`src/rtl/apes_pkg.sv`:
```
// Shared types and constants for the APES readout sequencers.
package apes_pkg;

    typedef enum logic [2:0] {
        ST_IDLE      = 3'd0,
        ST_START     = 3'd1,
        ST_WAIT_BUSY = 3'd2,
        ST_XFER      = 3'd3,
        ST_DONE      = 3'd4
    } arb_state_t;

    localparam logic SEL_SCI = 1'b0;
    localparam logic SEL_HK  = 1'b1;

    // 1 ms at 50 MHz
    localparam int unsigned TIMEOUT_CYC_DEFAULT = 50000;

endpackage

```
`src/rtl/apes_wdog.sv`:
```
// Timeout counter: cleared by clr, advanced by en, expired when the count reaches limit.
module apes_wdog #(
    parameter int unsigned TO_W = 16
) (
    input  logic            clk50,
    input  logic            rst,
    input  logic            clr,
    input  logic            en,
    input  logic [TO_W-1:0] limit,
    output logic            expired
);

    logic [TO_W-1:0] cnt;

    always_ff @(posedge clk50) begin
        if (rst || clr) begin
            cnt <= '0;
        end else if (en) begin
            cnt <= cnt + TO_W'(1);
        end
    end

    assign expired = (cnt == limit);

endmodule

```
`src/rtl/apes_rdout_arb.sv`:
```
// Arbitrates the rocket telemetry serializer between science readout and housekeeping,
// with starvation protection for housekeeping and a per-phase watchdog.
module apes_rdout_arb
    import apes_pkg::*;
#(
    parameter int unsigned TIMEOUT_CYC = TIMEOUT_CYC_DEFAULT,
    parameter int unsigned TO_W        = 16,
    parameter int unsigned HK_MAX_WAIT = 4
) (
    input  logic clk50,
    input  logic rst,
    input  logic sci_req,
    input  logic hk_req,
    input  logic ser_busy,
    input  logic err_clr,
    output logic ser_start,
    output logic ser_sel,
    output logic sci_gnt,
    output logic hk_gnt,
    output logic sci_done,
    output logic hk_done,
    output logic timeout_err
);

    localparam int unsigned     SW         = (HK_MAX_WAIT < 1) ? 1 : $clog2(HK_MAX_WAIT + 1);
    localparam logic [SW-1:0]   STARVE_MAX = SW'(HK_MAX_WAIT);
    localparam logic [TO_W-1:0] WD_LIMIT   = TO_W'(TIMEOUT_CYC - 1);

    arb_state_t    state;
    logic [SW-1:0] starve_cnt;
    logic          sci_armed;
    logic          hk_armed;

    logic sci_elig;
    logic hk_elig;
    logic pick_hk;
    logic wd_clr;
    logic wd_en;
    logic wd_expired;
    logic xfer_end;
    logic wd_trip;

    apes_wdog #(
        .TO_W (TO_W)
    ) u_wdog (
        .clk50   (clk50),
        .rst     (rst),
        .clr     (wd_clr),
        .en      (wd_en),
        .limit   (WD_LIMIT),
        .expired (wd_expired)
    );

    always_comb begin
        sci_elig = sci_req & sci_armed;
        hk_elig  = hk_req & hk_armed;
        pick_hk  = hk_elig & (~sci_elig | (starve_cnt == STARVE_MAX));
        wd_clr   = 1'b0;
        wd_en    = 1'b0;
        xfer_end = 1'b0;
        wd_trip  = 1'b0;
        case (state)
            ST_START: wd_clr = 1'b1;
            ST_WAIT_BUSY: begin
                wd_clr   = ser_busy;
                wd_en    = ~ser_busy & ~wd_expired;
                wd_trip  = ~ser_busy & wd_expired;
                xfer_end = wd_trip;
            end
            ST_XFER: begin
                wd_en    = ser_busy & ~wd_expired;
                wd_trip  = ser_busy & wd_expired;
                xfer_end = ~ser_busy | wd_expired;
            end
            default: ;
        endcase
    end

    always_ff @(posedge clk50) begin
        if (rst) begin
            state       <= ST_IDLE;
            starve_cnt  <= '0;
            sci_armed   <= 1'b1;
            hk_armed    <= 1'b1;
            ser_start   <= 1'b0;
            ser_sel     <= SEL_SCI;
            sci_gnt     <= 1'b0;
            hk_gnt      <= 1'b0;
            sci_done    <= 1'b0;
            hk_done     <= 1'b0;
            timeout_err <= 1'b0;
        end else begin
            ser_start <= 1'b0;
            sci_done  <= 1'b0;
            hk_done   <= 1'b0;
            if (err_clr) begin
                timeout_err <= 1'b0;
            end

            case (state)
                ST_IDLE: begin
                    if (sci_elig || hk_elig) begin
                        ser_sel   <= pick_hk ? SEL_HK : SEL_SCI;
                        sci_gnt   <= ~pick_hk;
                        hk_gnt    <= pick_hk;
                        ser_start <= 1'b1;
                        state     <= ST_START;
                    end
                end
                ST_START: state <= ST_WAIT_BUSY;
                ST_WAIT_BUSY: begin
                    if (ser_busy) begin
                        state <= ST_XFER;
                    end
                end
                ST_XFER: ;
                ST_DONE: begin
                    state <= ST_IDLE;
                    if (ser_sel == SEL_HK) begin
                        hk_armed   <= 1'b0;
                        starve_cnt <= '0;
                    end else begin
                        sci_armed <= 1'b0;
                        if (!hk_req) begin
                            starve_cnt <= '0;
                        end else if (starve_cnt != STARVE_MAX) begin
                            starve_cnt <= starve_cnt + SW'(1);
                        end
                    end
                end
                default: state <= ST_IDLE;
            endcase

            // Both normal completion and watchdog abort funnel into DONE with the owner's pulse
            if (xfer_end) begin
                state    <= ST_DONE;
                sci_gnt  <= 1'b0;
                hk_gnt   <= 1'b0;
                sci_done <= (ser_sel == SEL_SCI);
                hk_done  <= (ser_sel == SEL_HK);
            end
            if (wd_trip) begin
                timeout_err <= 1'b1;
            end

            // A dropped request re-arms; placed last so it overrides the DONE-time disarm
            if (!sci_req) begin
                sci_armed <= 1'b1;
            end
            if (!hk_req) begin
                hk_armed <= 1'b1;
            end
        end
    end

endmodule

```
`config.mk`:
```
export PLATFORM = sky130hd
export DESIGN_NAME = apes_rdout_arb
export DESIGN_NICKNAME = d
export VERILOG_FILES = /design/src/rtl/apes_pkg.sv /design/src/rtl/apes_wdog.sv /design/src/rtl/apes_rdout_arb.sv
export SDC_FILE = /design/constraint.sdc
export NUM_CORES = 1
export LEC_CHECK = 0
export ABC_CLOCK_PERIOD_IN_PS = 2110
export CORE_MARGIN = 4
export CORE_UTILIZATION = 57
export DETAILED_ROUTE_END_ITERATION = 6
export PLACE_DENSITY = 0.8
export SYNTH_ARGS = -nofsm -noshare
export SYNTH_HDL_FRONTEND = slang
export SYNTH_SLANG_ARGS = --single-unit
```
`constraint.sdc`:
```
create_clock -name clk50 -period 2.11 [get_ports clk50]
set_input_delay 0.422 -clock clk50 [delete_from_list [all_inputs] [get_ports clk50]]
set_output_delay 0.422 -clock clk50 [all_outputs]
set_load 0.01 [all_outputs]
```
==> impl_metrics.ini <==
[outcome]
outcome = completed

[synth]
netlist_area_um2 = 1640
ys_warn_count = 0
synth_seq_cells = 31
syn_inst = 177
ys_seq_area_share_pct = 37.8
syn_avg_cell_area_um2 = 9.27
syn_nets = 186
synth.distinct_cells = 52

[cts]
h-tree-depth = 2
ctsHoldBuffers = 0
clock_latency_ns = 0.32
cts_setup_buffers = 0
cts_buffers = 5
cts_resized = 0
cts_tree = done
clkTransAtPathRegs_ns = 0.10
cts_root_buf = clkbuf_4
cts_buffer_depth = 2
cts.sinks = 31

[floorplanning]
dieArea_um2 = 3800
die_width_um = 61.6
dieHeight_um = 61.6
initial_core_util_pct = 59.5
core_area_um2 = 2760
ios = 13
num_rows = 19

[critical_path]
crit_buf_inv = 1
reg2reg_from = u_wdog.cnt[0]$_SDFFE_PP0P_
crit_path_top_delay_cell = clkdlybuf4s50_1
critPathMaxStageDelay_ns = 0.57
cp_max_fo = 14
worst-setup-path-type = input pin to flop
cp.arrival_ns = 2.13
worstRegToRegCells = 5
endpoint_kind = flop
r2r_setup_slack_ns = 0.25
required_ns = 2.37
r2r_end = state[0]$_SDFFE_PP0P_
crit_path_cell_trace = clkdlybuf4s50_1, xnor2_4, nand3_2, or4_1, a21oi_1
timing.critical_path.max_delay_family = simple AND/OR/NAND/NOR gates
cp-start-kind = input pin

[sta]
drv_slew = 0
worst-slew-pin-transition_ns = 0.475
finalSetupTns_ns = 0
relSlewSlack_pct = 68.3
fin_skew_ns = 0.00486
setup_viol = 0
period_share_pct = 88.6
period_needed_ns = 1.87
setup_ws_ns = 0.241
hold_viol_final = 0
rsz0062_at_grt = false
max_freq_mhz = 535

[place]
routabilityCongestion = 0.777
io_buffer_count = 12
dp_hpwl_um = 2410
place_ws_ns = -0.0821

[cells_and_area]
final_layout_size_suffix_gt1_share_pct = 16.0
num-nets-final = 202
syn_to_final_growth_pct = 13.1
antenna-diode-count = 0

[grt]
busiest_layer = met2
grt_first_pass_wirelength_um = 5870
grt_use_met2_pct = 35.0
grt_max_degree = 17
track_usage_pct = 20.6
grt_use_met3_pct = 7.55
antenna_found_initial = 0
first_global_vias = 1384
grt_overflow = 0
met1_usage_pct = 23.7

[routing]
postRouteAntennaNets = 0
drc = 0
vias_per_cell = 6.32
drt_wl_total_um = 3390
firstDrtPassIters = 4
vias = 1422
drt_iter0_markers = 81
routedWlPerCell_um = 15.1

[pwr]
ir_drop_mv = 0.534
powerDensity_nw_per_um2 = 657
p_leak_nw = 0.611

[hold_path]
holdPathEnd = hk_gnt$_SDFFE_PP0P_
hp-class = flop to flop
hold-path-cell-count = 2
hp-start = hk_gnt$_SDFFE_PP0P_

[flow_run]
cap_violations = 0
==> logic make-up (layout without fill, tap and decap cells) <==
logic type                 count (synthesis)  after routing  synth area share [%]
AOI/OAI and AO/OA                         47             47                  19.8
xor gates and xnor gates                   4              4                  3.28
adders and majority gates                  5              5                  3.66
buffers and inverters                     16             33                  5.87
DFF                                       31             31                  37.8
muxes                                      2              2                  1.30
and+or+nand+nor                           72             72                  28.3
==> per-layer routing <==
metal | share of wire, % | routed length (um)
met5 | 0 | 0
met4 | 0.41 | 14
met3 | 3.6 | 122
met2 | 51 | 1720
met1 | 45 | 1530
==> how the worst max path moves through the flow <==
| stage | startpoint | end | slack [ns] | cells past startpoint |
|---|---|---|---|---|
| 2_1_floorplan | u_wdog.cnt[0]$_SDFFE_PP0P_ | state[0]$_SDFFE_PP0P_ | 0.41 | 5 |
| 3_3_place_gp | ser_busy | u_wdog.cnt[15]$_SDFFE_PP0P_ | -0.02 | 5 |
| 3_5_place_dp | ser_busy | u_wdog.cnt[15]$_SDFFE_PP0P_ | -0.08 | 5 |
| 4_1_cts | u_wdog.cnt[0]$_SDFFE_PP0P_ | state[0]$_SDFFE_PP0P_ | 0.26 | 5 |
| 5_1_grt | u_wdog.cnt[0]$_SDFFE_PP0P_ | hk_done$_SDFF_PP0_ | 0.11 | 5 |
| 6_report | ser_busy | u_wdog.cnt[15]$_SDFFE_PP0P_ | 0.24 | 5 |
==> per-stage QoR <==
step | instance area, um^2 | total power [mW] | instances | hold slack, ns | utilization [%]
finish | 1860 | 1.22 | 225 | 0.495 | 67.3
global route | 1860 | 1.28 | 225 | 0.523 | 67.3
CTS | 1860 | 1.23 | 225 | 0.498 | 67.3
detailed placement | 1780 | 0.830 | 217 | 0.483 | 64.7
global placement | 1780 | 0.823 | 217 | 0.465 | 64.7
floorplan | 1640 | 0.768 | 177 | 0.447 | -
==> worst register-to-register path, stage by stage (launching register included) <==
cell and delay (ns):
dfxtp_1 0.36, ha_1 0.27, and4b_1 0.22, and4_4 0.22, maj3_2 0.37, a2111oi_4 0.34
==> registers in the layout, indices dropped and copies added (netlist names) <==
signal and flops:
ser_start 1, sci_armed 1, sci_gnt 1, hk_armed 1, hk_done 1, sci_done 1
starve_cnt 3, timeout_err 1, ser_sel 1, u_wdog.cnt 16, state 3, hk_gnt 1
==> cells in the mapped netlist, drive strengths merged <==
master / number / area share, %
nor3: 4 / 1.2
o22ai: 1 / 0.38
mux2: 1 / 0.69
and4b: 1 / 0.61
nor4: 2 / 0.76
clkbuf: 1 / 0.23
nor3b: 3 / 1.4
mux2i: 1 / 0.61
a21oi: 17 / 5.6
and3: 1 / 0.38
buf: 7 / 3.8
o31ai: 11 / 5.0
o21ai: 8 / 2.4
and4bb: 2 / 1.5
xor2: 1 / 0.53
a211oi: 1 / 0.46
nor2: 7 / 1.6
dfxtp: 31 / 38
nand2: 14 / 3.4
nand2b: 4 / 1.5
or3: 2 / 0.76
a31oi: 1 / 0.38
or4: 11 / 5.5
xnor2: 3 / 2.7
nand3: 7 / 2.4
o31a: 1 / 0.53
inv: 8 / 1.8
nor2b: 3 / 1.6
nand4: 4 / 1.9
or3b: 1 / 0.53
maj3: 2 / 1.4
ha: 3 / 2.3
a221oi: 1 / 0.53
nand3b: 2 / 0.92
a2111oi: 2 / 2.2
a22oi: 2 / 0.92
and2: 1 / 0.38
and4: 3 / 1.9
o2111ai: 1 / 0.53
o21bai: 1 / 0.69
==> layout make-up <==
cell class                 count  area (um^2)
timing repair buffer          17          170
multi-input combinational    130          923
clock inverter                 1         7.51
clock buffer                   7         65.1
tap                           31         38.8
fill                         221          902
inverter                       8         30.0
sequential                    31          621
==> layout by cell type, fill, tap and decap left out, drive strengths merged, types with 2 or more instances in the layout <==
cell / netlist / routed
dfxtp: 31 / 31
nor4: 2 / 2
nor2b: 3 / 3
nand3: 7 / 7
inv: 8 / 8
clkbuf: 1 / 7
ha: 3 / 3
a22oi: 2 / 2
o31ai: 11 / 11
nor2: 7 / 7
nand4: 4 / 4
buf: 7 / 5
maj3: 2 / 2
a2111oi: 2 / 2
clkdlybuf4s50: 0 / 12
o21ai: 8 / 8
or3: 2 / 2
a21oi: 17 / 17
xnor2: 3 / 3
and4bb: 2 / 2
nand2: 14 / 14
nor3b: 3 / 3
nand2b: 4 / 4
nor3: 4 / 4
or4: 11 / 11
nand3b: 2 / 2
and4: 3 / 3
==> power breakdown <==
group / internal, mW / switching [mW]
clock network: 0.195 / 0.203
logic: 0.0953 / 0.100
registers: 0.602 / 0.0228
total: 0.892 / 0.326
No activity file was read; power rests on OpenSTA's default activity.
